File: config.mk
export PLATFORM = sky130hd
export DESIGN_NAME = spi_slave_ctrl
export DESIGN_NICKNAME = d
export VERILOG_FILES = /design/src/rtl/spi_pkg.sv /design/src/rtl/spi_sync_edge.sv /design/src/rtl/spi_slave_ctrl.sv
export SDC_FILE = /design/constraint.sdc
export NUM_CORES = 1
export LEC_CHECK = 0
export BUFFER_PORTS_ARGS = -buffer_cell sky130_fd_sc_hd__buf_2
export CAP_MARGIN = 15
export CORE_UTILIZATION = 40
export CTS_CLUSTER_SIZE = 20
export DETAILED_ROUTE_END_ITERATION = 6
export GPL_TIMING_DRIVEN = 0
export MAX_ROUTING_LAYER = met4
export PLACE_DENSITY = 0.69
export SYNTH_ARGS = -nofsm -noshare
export SYNTH_HDL_FRONTEND = slang
export SYNTH_SLANG_ARGS = --single-unit
File: constraint.sdc
create_clock -name clk -period 3.6 [get_ports clk]
set_input_delay 0.36 -clock clk [delete_from_list [all_inputs] [get_ports clk]]
set_output_delay 0.36 -clock clk [all_outputs]
set_load 0.01 [all_outputs]
File: src/rtl/spi_pkg.sv
// spi_pkg: shared SPI constants, FSM state type and master chip-select encodings.
package spi_pkg;
    localparam int SPI_DATA_WIDTH = 8;
    typedef enum logic {IDLE, SHIFT} state_t;
    localparam logic [2:0] CS_SLV0 = 3'b110;
    localparam logic [2:0] CS_SLV1 = 3'b101;
    localparam logic [2:0] CS_SLV2 = 3'b011;
    localparam logic [2:0] CS_IDLE = 3'b111;
endpackage

File: src/rtl/spi_sync_edge.sv
// spi_sync_edge: STAGES-flop synchronizer; edges compare the last stage with one delay flop.
module spi_sync_edge #(
    parameter int   STAGES  = 2,
    parameter logic RST_VAL = 1'b0
) (
    input  logic clk,
    input  logic reset,
    input  logic d_i,
    output logic q_o,
    output logic rise_o,
    output logic fall_o
);
    logic [STAGES-1:0] sync_q;
    logic              dly_q;

    always_ff @(posedge clk) begin
        if (!reset) begin
            sync_q <= {STAGES{RST_VAL}};
            dly_q  <= RST_VAL;
        end else begin
            sync_q <= {sync_q[STAGES-2:0], d_i};
            dly_q  <= sync_q[STAGES-1];
        end
    end

    assign q_o    = sync_q[STAGES-1];
    assign rise_o = q_o & ~dly_q;
    assign fall_o = ~q_o & dly_q;
endmodule

File: src/rtl/spi_slave_ctrl.sv
// spi_slave_ctrl: SPI mode-0 slave on the system clock with oversampled pins.
// Define SPI_SLAVE_CTRL_FRAME_CNT_EN to add the frame_count output.
module spi_slave_ctrl
    import spi_pkg::*;
#(
    parameter int DATA_WIDTH  = SPI_DATA_WIDTH,
    parameter int SYNC_STAGES = 2,
    parameter bit LSB_FIRST   = 1'b1
) (
    input  logic                  clk,
    input  logic                  reset,
    input  logic                  SCLK,
    input  logic                  CS,
    input  logic                  MOSI,
    output logic                  MISO,
    input  logic [DATA_WIDTH-1:0] tx_data,
    input  logic                  tx_valid,
    output logic                  tx_ready,
    output logic [DATA_WIDTH-1:0] rx_data,
    output logic                  rx_valid,
    output logic                  busy,
    output logic                  tx_underrun
`ifdef SPI_SLAVE_CTRL_FRAME_CNT_EN
    ,
    output logic [15:0]           frame_count
`endif
);
    localparam int CW = $clog2(DATA_WIDTH + 1);

    state_t                 state_q;
    logic [CW-1:0]          cnt_q;
    logic [DATA_WIDTH-1:0]  tx_sh_q, rx_sh_q, rx_data_q, tx_sh_d, rx_sh_d;
    logic [SYNC_STAGES-1:0] mosi_q;
    logic                   miso_q, tx_ready_q, rx_valid_q, done_q, underrun_q;
    logic                   sclk_rise, sclk_fall, sclk_unused, cs_s, cs_rise, cs_fall, load;

    function automatic logic first_bit(input logic [DATA_WIDTH-1:0] v);
        return LSB_FIRST ? v[0] : v[DATA_WIDTH-1];
    endfunction

    spi_sync_edge #(.STAGES(SYNC_STAGES), .RST_VAL(1'b0)) u_sclk (
        .clk(clk), .reset(reset), .d_i(SCLK), .q_o(sclk_unused), .rise_o(sclk_rise), .fall_o(sclk_fall)
    );
    spi_sync_edge #(.STAGES(SYNC_STAGES), .RST_VAL(1'b1)) u_cs (
        .clk(clk), .reset(reset), .d_i(CS), .q_o(cs_s), .rise_o(cs_rise), .fall_o(cs_fall)
    );

    always_ff @(posedge clk) begin
        mosi_q <= !reset ? '0 : {mosi_q[SYNC_STAGES-2:0], MOSI};
    end

    always_comb begin
        tx_sh_d = LSB_FIRST ? tx_sh_q >> 1 : tx_sh_q << 1;
        rx_sh_d = LSB_FIRST ? {mosi_q[SYNC_STAGES-1], rx_sh_q[DATA_WIDTH-1:1]}
                            : {rx_sh_q[DATA_WIDTH-2:0], mosi_q[SYNC_STAGES-1]};
        // A fall with the counter at 0 starts the next frame without a CS toggle
        load    = state_q == IDLE ? cs_fall : sclk_fall && !cs_rise && cnt_q == '0;
    end

    always_ff @(posedge clk) begin
        if (!reset) begin
            state_q    <= IDLE;
            cnt_q      <= '0;
            tx_sh_q    <= '0;
            rx_sh_q    <= '0;
            rx_data_q  <= '0;
            miso_q     <= 1'b0;
            tx_ready_q <= 1'b0;
            rx_valid_q <= 1'b0;
            done_q     <= 1'b0;
            underrun_q <= 1'b0;
        end else begin
            tx_ready_q <= load && tx_valid;
            rx_valid_q <= done_q;
            done_q     <= 1'b0;
            if (done_q) rx_data_q <= rx_sh_q;
            if (load) begin
                tx_sh_q    <= tx_valid ? tx_data : '0;
                miso_q     <= tx_valid && first_bit(tx_data);
                underrun_q <= underrun_q || !tx_valid;
            end
            if (state_q == IDLE) begin
                if (cs_fall) begin
                    cnt_q   <= '0;
                    state_q <= SHIFT;
                end else begin
                    miso_q <= 1'b0;
                end
            end else begin
                if (sclk_rise) begin
                    rx_sh_q <= rx_sh_d;
                    cnt_q   <= cnt_q == CW'(DATA_WIDTH - 1) ? '0 : cnt_q + 1'b1;
                    done_q  <= cnt_q == CW'(DATA_WIDTH - 1);
                end
                if (sclk_fall && !load) begin
                    tx_sh_q <= tx_sh_d;
                    miso_q  <= first_bit(tx_sh_d);
                end
                // A final-bit rise in the same cycle still completes via done_q
                if (cs_rise) begin
                    state_q <= IDLE;
                    miso_q  <= 1'b0;
                end
            end
        end
    end

    assign MISO        = miso_q;
    assign tx_ready    = tx_ready_q;
    assign rx_data     = rx_data_q;
    assign rx_valid    = rx_valid_q;
    assign busy        = ~cs_s;
    assign tx_underrun = underrun_q;

`ifdef SPI_SLAVE_CTRL_FRAME_CNT_EN
    logic [15:0] frame_cnt_q;

    always_ff @(posedge clk) begin
        if (!reset) frame_cnt_q <= '0;
        else if (rx_valid_q) frame_cnt_q <= frame_cnt_q + 16'd1;
    end

    assign frame_count = frame_cnt_q;
`endif
endmodule

## Word-level counts from Yosys, hierarchy flattened

Cells that the tools add are included.

- Register bits: 42
- Bits of input ports: 14
- Output and inout bits: 13
- Logic and storage cells: 57

- Add/sub/neg operators: 1
- Equal/unequal tests: 2
- Muxes and demuxes: 17
- Bitwise logic cells: 8
- Reductions and logical operators: 14

Operators by type and width:

| operator | count |
|---|---|
| $mux 8 | 4 |
| $mux 4 | 4 |
| $mux 1 | 9 |
| $logic_and 1x1->1 | 5 |
| $add 4x1->4 const B | 1 |
| $and 1x1->1 | 4 |
| $eq 4x3->1 const B | 1 |
| $logic_not 4->1 | 1 |
| $not 1->1 | 4 |
| $reduce_and 2->1 | 2 |
| $logic_not 1->1 | 3 |
| $reduce_and 3->1 | 1 |
| $ne 2x1->1 const B | 1 |
| $reduce_bool 2->1 | 1 |
| $logic_or 1x1->1 | 1 |

## Logic depth before layout (Yosys ltp)

Gate-level depths: netlist (run 1).

- Depth after elaboration: 11
- Depth in mapped cells: 7
- Gate-level depth less buffers: 6

## By module

From an unflattened synthesis (run 1), not the netlist that was laid out.

- Cell total of the unflattened synthesis: 170
- Area, all modules: 1,586.5 µm²

By module, submodules not included:

| module | instances | cells an instance | area an instance (µm²) | sequential area each (µm²) |
|---|---|---|---|---|
| spi_slave_ctrl | 1 | 154 | 1,403.8 | 700.7 |
| spi_sync_edge | 2 | 8 | 91.3 | 60.1 |

## Worst setup path before layout (run 1)

Ideal clock, no wire load.

- Kind: reg2reg
- Start point: reg cnt_q[0]
- End point: reg underrun_q (netlist: tx_underrun)
- Setup time: 0.115 ns
- Arrival time: 1.310 ns
- Data required time: 3.485 ns
- Setup slack: 2.175 ns
- Stages on the path, launching flop included: 8
- Path buffers: 1
- Period minus slack after synthesis: 1.425 ns
- Cell sequence: dfxtp_1 inv_1 ha_1 nor3b_2 a31oi_1 buf_4 nor2_1 o21a_1

- Cells in the longest elaborated chain, start to end: 3

RTL lines:

| what | line | text |
|---|---|---|
| from (decl) | spi_slave_ctrl.sv:31 | `logic [CW-1:0] cnt_q;` |
| from (signal assigned) | spi_slave_ctrl.sv:92 | `cnt_q <= cnt_q == CW'(DATA_WIDTH - 1) ? '0 : cnt_q + 1'b1;` |
| $logic_not 4->1 | spi_slave_ctrl.sv:57 | `load = state_q == IDLE ? cs_fall : sclk_fall && !cs_rise && cnt_q == '0;` |
| $logic_and 1x1->1 | spi_slave_ctrl.sv:57 |  |
| $mux 1 | spi_slave_ctrl.sv:57 |  |
| to (signal assigned) | spi_slave_ctrl.sv:80 | `underrun_q <= underrun_q \|\| !tx_valid;` |
| to (decl) | spi_slave_ctrl.sv:34 | `logic miso_q, tx_ready_q, rx_valid_q, done_q, underrun_q;` |

Every way passes these cells.
A chain may end at the register's enable or synchronous reset.

## Worst setup path in the final report (run 1)

Ends and elaborated chain as after synthesis.

==> impl_metrics.env, run 1 <==
export IMPL_rr_startpoint="cnt_q[0]"
export IMPL_place_ws_ps=2040
export IMPL_dp_hpwl_mm=1.95
export IMPL_via_per_inst=4.92
export IMPL_cts_tree="done"
export IMPL_hold_depth=2
export IMPL_post_drt_wl_per_cell_um=11.3
export IMPL_io_buffers=26
export IMPL_first_pass_iters=4
export IMPL_cp_end_kind="register"
export IMPL_syn_area_mm2=0.00162
export IMPL_p_sw_mw=0.177
export IMPL_wl_met3_um=110
export IMPL_antenna_found_initial=0
export IMPL_yosysWarnings=0
export IMPL_hold_slack_ps=249
export IMPL_arrival_ps=1770
export IMPL_final_setup_skew_ps=3.01
export IMPL_synth_edf_count=0
export IMPL_outcome="complete, no violations"
export IMPL_cp_slowest_cell="dfxtp_1"
export IMPL_r2r_slack_ps=2010
export IMPL_postLayoutCellArea_mm2=0.00191
export IMPL_cts_resized=0
export IMPL_drive_gt1_share_pct=21.8
export IMPL_maxCapViolCount=0
export IMPL_finalCritPeriodShare_pct=44.1
export IMPL_die_height_um=65.7
export IMPL_syn_num_nets=184
export IMPL_die_area_mm2=0.00431
export IMPL_cts_setup_buffers=0
export IMPL_seqPwrFrac_pct=56.2
export IMPL_syn_mean_instance_area_um2=9.65
export IMPL_path_clk_slew_ps=70
export IMPL_fin_crit_ps=1590
export IMPL_final_core_util_pct=50.7
export IMPL_syn_inst=168
export IMPL_hp_start="CS"
export IMPL_tightest_slew_ps=429
export IMPL_final_antenna_net_count=0
export IMPL_vias=1230
export IMPL_slew_headroom_pct=71.4
export IMPL_path_cells="inv_1, ha_1, nor3b_2, a31oi_1, buf_4, nor2_1, o21a_1"
export IMPL_ys_top_cells_by_area="dfxtp_1 (51%), a21boi_0 (5.1%), nand2_1 (5.1%), mux2i_1 (4.9%), nor2b_1 (3.9%)"
export IMPL_grt_max_degree=13
export IMPL_finalNetCount=217
export IMPL_pwr_share_clk_pct=38.7
export IMPL_rsz0062_at_grt="false"
export IMPL_yosysSeqAreaShare_pct=50.6
export IMPL_fillCellCount=349
export IMPL_ys_async_sr_fraction_pct=0
export IMPL_synthTopCellsByCount="dfxtp_1 (41), nand2_1 (22), a21boi_0 (11)"
export IMPL_finalPower_mw=0.833
export IMPL_reg2reg_depth=7
export IMPL_ioPinCount=27
export IMPL_p_leak_nw=0.749
export IMPL_first_global_vias=1106
export IMPL_ys_ff_latch=41
export IMPL_fmax_ghz=0.630
export IMPL_r2r_end="tx_underrun"
export IMPL_finalMaxSlewViolations=0
export IMPL_setup_violations_final=0
export IMPL_synth_most_common_cell="dfxtp_1"
export IMPL_synth_top_area_share_pct=50.6
export IMPL_min_to="u_cs.sync_q[0]"
export IMPL_hp_class="in2reg"
export IMPL_topRoutingLayerUsed="met4"
export IMPL_clock_sinks=41
export IMPL_internal_power_mw=0.657
export IMPL_gr_usage_all_layers_pct=15.5
export IMPL_cts_hold_buf=0
export IMPL_cpPeakStageDelay_ps=400
export IMPL_drc=0
export IMPL_cts_root_buf="clkbuf_8"
export IMPL_path_class="reg2reg"
export IMPL_tns_ps=0
export IMPL_setup_slack_ps=2010
export IMPL_grt_first_pass_wirelength_mm=4.91
export IMPL_synthToLayoutAreaGrowth_pct=18.0
export IMPL_hold_violations=0
export IMPL_critPathMaxFanout=10
export IMPL_wl_met2_mm=1.20
export IMPL_p_per_area_mw_per_mm2=436
export IMPL_grt_overflow_total=0
export IMPL_final_cell_count_no_fill=250
export IMPL_vdd_drop_max_v=0.000185
export IMPL_worst_ep_required_time_ps=3780
export IMPL_swShare_pct=21.2
export IMPL_start_util_pct=43.0
export IMPL_power_frac_comb_pct=5.1
export IMPL_core_area_mm2=0.00377
export IMPL_clockBufferDepth=2
export IMPL_rows=22
export IMPL_dp_cells=242
export IMPL_h_tree_depth=2
export IMPL_ys_flop_type="dfxtp_1"
export IMPL_cts_buffers=5
export IMPL_synth_cell_types=34
export IMPL_dr_first_iter_drc_count=61
export IMPL_die_w_um=65.7
export IMPL_place_area_mm2=0.00181
export IMPL_met1Wirelength_mm=1.48
export IMPL_start_kind="register"
export IMPL_diodes=0
export IMPL_clock_latency_ps=290
export IMPL_gp_congestion=0.818
export IMPL_yosysTopAreaCell="dfxtp_1"
export IMPL_wl_mm=2.83
worst max path at each step:
| stage | from | to | slack [ps] | depth (start not counted) |
|---|---|---|---|---|
| 2_1_floorplan | cnt_q[0] | tx_underrun | 2180 | 7 |
| 3_3_place_gp | cnt_q[0] | tx_underrun | 2040 | 7 |
| 3_5_place_dp | cnt_q[0] | tx_underrun | 2040 | 7 |
| 4_1_cts | cnt_q[0] | tx_underrun | 2020 | 7 |
| 5_1_grt | cnt_q[0] | tx_underrun | 1930 | 7 |
| 6_report | cnt_q[0] | tx_underrun | 2010 | 7 |
power groups by stage:
stage	clock network, mW	registers [mW]	logic (mW)
finish	0.322	0.468	0.0427
global placement	0	0.479	0.0426
CTS	0.331	0.468	0.0434
detailed placement	0	0.479	0.0431
global route	0.356	0.470	0.0475
floorplan	0	0.477	0.0278
worst max-delay path, delay by kind of cell (launching register included):
| family | cells | cell delay, ps |
|---|---|---|
| AOI/OAI and AO/OA | 2 | 390 |
| adders and majority gates | 1 | 190 |
| buffers and inverters | 2 | 290 |
| DFF | 1 | 400 |
| and+or+nand+nor | 2 | 220 |
final cells by class:
cell class	count	area (um^2)	area share [%]
tap	48	60.1	3.14
clock buffer	7	96.3	5.04
buffer	10	48.8	2.55
multi-input combinational	114	741	38.7
inverter	3	11.3	0.589
clock inverter	1	5.00	0.262
timing repair buffer	26	130	6.80
sequential	41	821	42.9
placed cells by master (no fill, tap or decap):
| cell | instances |
|---|---|
| a21bo_2 | 1 |
| o31ai_1 | 1 |
| inv_1 | 3 |
| o21ai_0 | 2 |
| dfxtp_1 | 41 |
| nand2b_1 | 4 |
| nor2b_1 | 10 |
| and2b_1 | 2 |
| o21a_1 | 1 |
| clkbuf_8 | 7 |
| and3b_1 | 2 |
| a21oi_1 | 7 |
| nor2_1 | 9 |
| nand3_1 | 1 |
| o221ai_1 | 7 |
| or3_1 | 1 |
| mux2i_1 | 8 |
| a211oi_2 | 1 |
| nand3b_1 | 3 |
| a22oi_1 | 1 |
| nor3_1 | 1 |
| a21boi_0 | 11 |
| buf_2 | 29 |
| o211ai_1 | 1 |
| buf_4 | 2 |
| and2_1 | 7 |
| nand2_1 | 22 |
| maj3_1 | 1 |
| nor3b_2 | 2 |
| clkinv_2 | 1 |
| ha_1 | 2 |
| a21oi_2 | 1 |
| or2_1 | 1 |
| a31oi_1 | 2 |
| nand4_1 | 2 |
| clkbuf_1 | 5 |
cell families (layout without fill, tap and decap cells):
kind of cell / after synthesis / in the layout / share of synthesized area [%]
compound gates: 36 / 36 / 16.2
fa+ha+maj: 3 / 3 / 2.16
buf+inv: 13 / 47 / 3.70
flops: 41 / 41 / 50.6
mux: 8 / 8 / 4.94
simple gates: 67 / 67 / 22.4
layer usage:
layer | global-route usage (%) | up-vias
li1 | - | 642
met1 | 18.7 | 554
met2 | 23.6 | 30
met3 | 4.69 | 4
met4 | 7.34 | 0
met5 | - | -
flip-flops by register name (all words and copies together), names as in the netlist:
signal,cells
rx_sh_q,8
cnt_q,4
tx_ready,1
u_sclk.sync_q,2
u_sclk.dly_q,1
state_q,1
tx_sh_q,7
rx_valid,1
MISO,1
done_q,1
rx_data,8
mosi_q,2
u_cs.dly_q,1
tx_underrun,1
u_cs.sync_q,2
Note: power is estimated with default switching activity, not from simulation.
==> run 2, diff against run 1 <==
==> constraint.sdc (replaced) <==
create_clock -name clk -period 1.6 [get_ports clk]
set_input_delay 0.16 -clock clk [delete_from_list [all_inputs] [get_ports clk]]
set_output_delay 0.16 -clock clk [all_outputs]
set_load 0.01 [all_outputs]
==> impl_metrics.env, run 2 (synthesis results as in run 1) <==
export IMPL_hp_start="CS"
export IMPL_finalMaxSlewViolations=0
export IMPL_drive_gt1_share_pct=23.6
export IMPL_seqPwrFrac_pct=56.2
export IMPL_core_area_mm2=0.00377
export IMPL_grt_max_degree=13
export IMPL_path_class="reg2reg"
export IMPL_antenna_found_initial=0
export IMPL_via_per_inst=4.96
export IMPL_gp_congestion=0.818
export IMPL_rows=22
export IMPL_critPathMaxFanout=5
export IMPL_diodes=0
export IMPL_final_cell_count_no_fill=251
export IMPL_fmax_ghz=0.654
export IMPL_start_kind="register"
export IMPL_met2_usage_pct=23.6
export IMPL_final_antenna_net_count=0
export IMPL_clock_latency_ps=290
export IMPL_first_global_vias=1106
export IMPL_grt_first_pass_wirelength_mm=4.91
export IMPL_p_per_area_mw_per_mm2=967
export IMPL_reg2reg_depth=7
export IMPL_dr_first_iter_drc_count=77
export IMPL_h_tree_depth=2
export IMPL_power_frac_comb_pct=5.3
export IMPL_vias=1246
export IMPL_final_setup_skew_ps=3.71
export IMPL_layout_commonest_cell="dfxtp_1"
export IMPL_first_pass_iters=4
export IMPL_clockBufferDepth=2
export IMPL_synthToLayoutAreaGrowth_pct=19.6
export IMPL_setup_violations_final=0
export IMPL_grtUsageMet1_pct=18.7
export IMPL_rr_startpoint="cnt_q[0]"
export IMPL_die_w_um=65.7
export IMPL_wl_mm=2.90
export IMPL_post_drt_wl_per_cell_um=11.6
export IMPL_r2r_slack_ps=70
export IMPL_drc=0
export IMPL_cts_root_buf="clkbuf_8"
export IMPL_cp_end_kind="register"
export IMPL_final_cell_mix="dfxtp_1 (39), buf_2 (29), nand2_1 (22)"
export IMPL_use_met3_pct=4.69
export IMPL_hp_class="in2reg"
export IMPL_worst_ep_required_time_ps=1780
export IMPL_slew_headroom_pct=72.0
export IMPL_cts_setup_buffers=0
export IMPL_maxCapViolCount=0
export IMPL_dp_hpwl_mm=1.95
export IMPL_gr_usage_all_layers_pct=15.5
export IMPL_pwr_share_clk_pct=38.5
export IMPL_arrival_ps=1710
export IMPL_finalNetCount=218
export IMPL_ioPinCount=27
export IMPL_finalCritPeriodShare_pct=95.5
export IMPL_hold_depth=2
export IMPL_dp_cells=242
export IMPL_cts_tree="done"
export IMPL_cts_buffers=5
export IMPL_swShare_pct=21.1
export IMPL_fillCellCount=349
export IMPL_grt_overflow_total=0
export IMPL_p_leak_nw=0.761
export IMPL_internal_power_mw=1.48
export IMPL_fin_crit_ps=1530
export IMPL_busiest_layer="met2"
export IMPL_clock_sinks=41
export IMPL_io_buffers=26
export IMPL_start_util_pct=43.0
export IMPL_tightest_slew_ps=421
export IMPL_outcome="complete, no violations"
export IMPL_p_sw_mw=0.396
export IMPL_min_to="u_cs.sync_q[0]"
export IMPL_r2r_end="tx_sh_q[5]"
export IMPL_path_clk_slew_ps=70
export IMPL_final_core_util_pct=51.4
export IMPL_vdd_drop_max_v=0.000418
export IMPL_die_height_um=65.7
export IMPL_die_area_mm2=0.00431
export IMPL_hold_violations=0
[run 2: worst max-delay path by stage]
| stage | from | end | slack [ps] | cells past startpoint |
|---|---|---|---|---|
| floorplan | cnt_q[0] | tx_underrun | 180 | 7 |
| global placement | cnt_q[0] | tx_underrun | 40 | 7 |
| detailed placement | cnt_q[0] | tx_underrun | 40 | 7 |
| CTS | cnt_q[0] | tx_underrun | 20 | 7 |
| global route | cnt_q[0] | tx_sh_q[6] | -10 | 7 |
| finish | cnt_q[0] | tx_sh_q[5] | 70 | 7 |
[run 2: layer usage]
metal,part of all wire (%),up-vias
li1,-,645
met1,50,566
met2,45,30
met3,3.7,5
met4,1.4,0
met5,0,-
[run 2: worst max-delay path: stages, from the launching register on]
cell and delay, ps:
dfxtp_2 340, inv_1 70, ha_1 150, nor3b_4 250
a31oi_2 150, clkdlybuf4s15_2 270, a21oi_1 120, nor2_1 60
[run 2: cell type report]
cell class              instances  area (um^2)  share of cell area, %
well taps                      48         60.1                   3.10
plain buffers                  10         48.8                   2.52
clock inverters                 1         5.00                  0.258
flip-flops and latches         41          823                   42.5
clock buffers                   7         96.3                   4.97
multi-input cells             114          753                   38.8
inverters                       3         11.3                  0.581
repair buffers                 27          141                   7.29
[run 2: power groups by stage]
stage	sequential [mW]	clock (mW)	combinational, mW
after detailed placement	1.08	0	0.0969
after global routing	1.06	0.800	0.111
after global placement	1.08	0	0.0958
final	1.05	0.721	0.0997
after floorplan	1.07	0	0.0625
after CTS	1.05	0.744	0.0976
[run 2: through the flow]
step / hold slack, ps / TNS [ps] / area (um^2) / total power, mW / worst slack (ps)
finish: 52.3 / 0 / 1940 / 1.88 / 71.7
global route: 42.0 / -27.2 / 1940 / 1.97 / -13.5
CTS: 48.6 / 0 / 1910 / 1.90 / 23.3
detailed placement: 350 / 0 / 1810 / 1.17 / 41.8
global placement: 353 / 0 / 1810 / 1.17 / 42.5
floorplan: 233 / 0 / 1620 / 1.14 / 175
[run 2: repair_timing]
action / 4_1_cts / 5_1_grt
hold buffers: 0 / 0
resized for setup: 0 / 4
setup endpoints to repair: 0 / 4
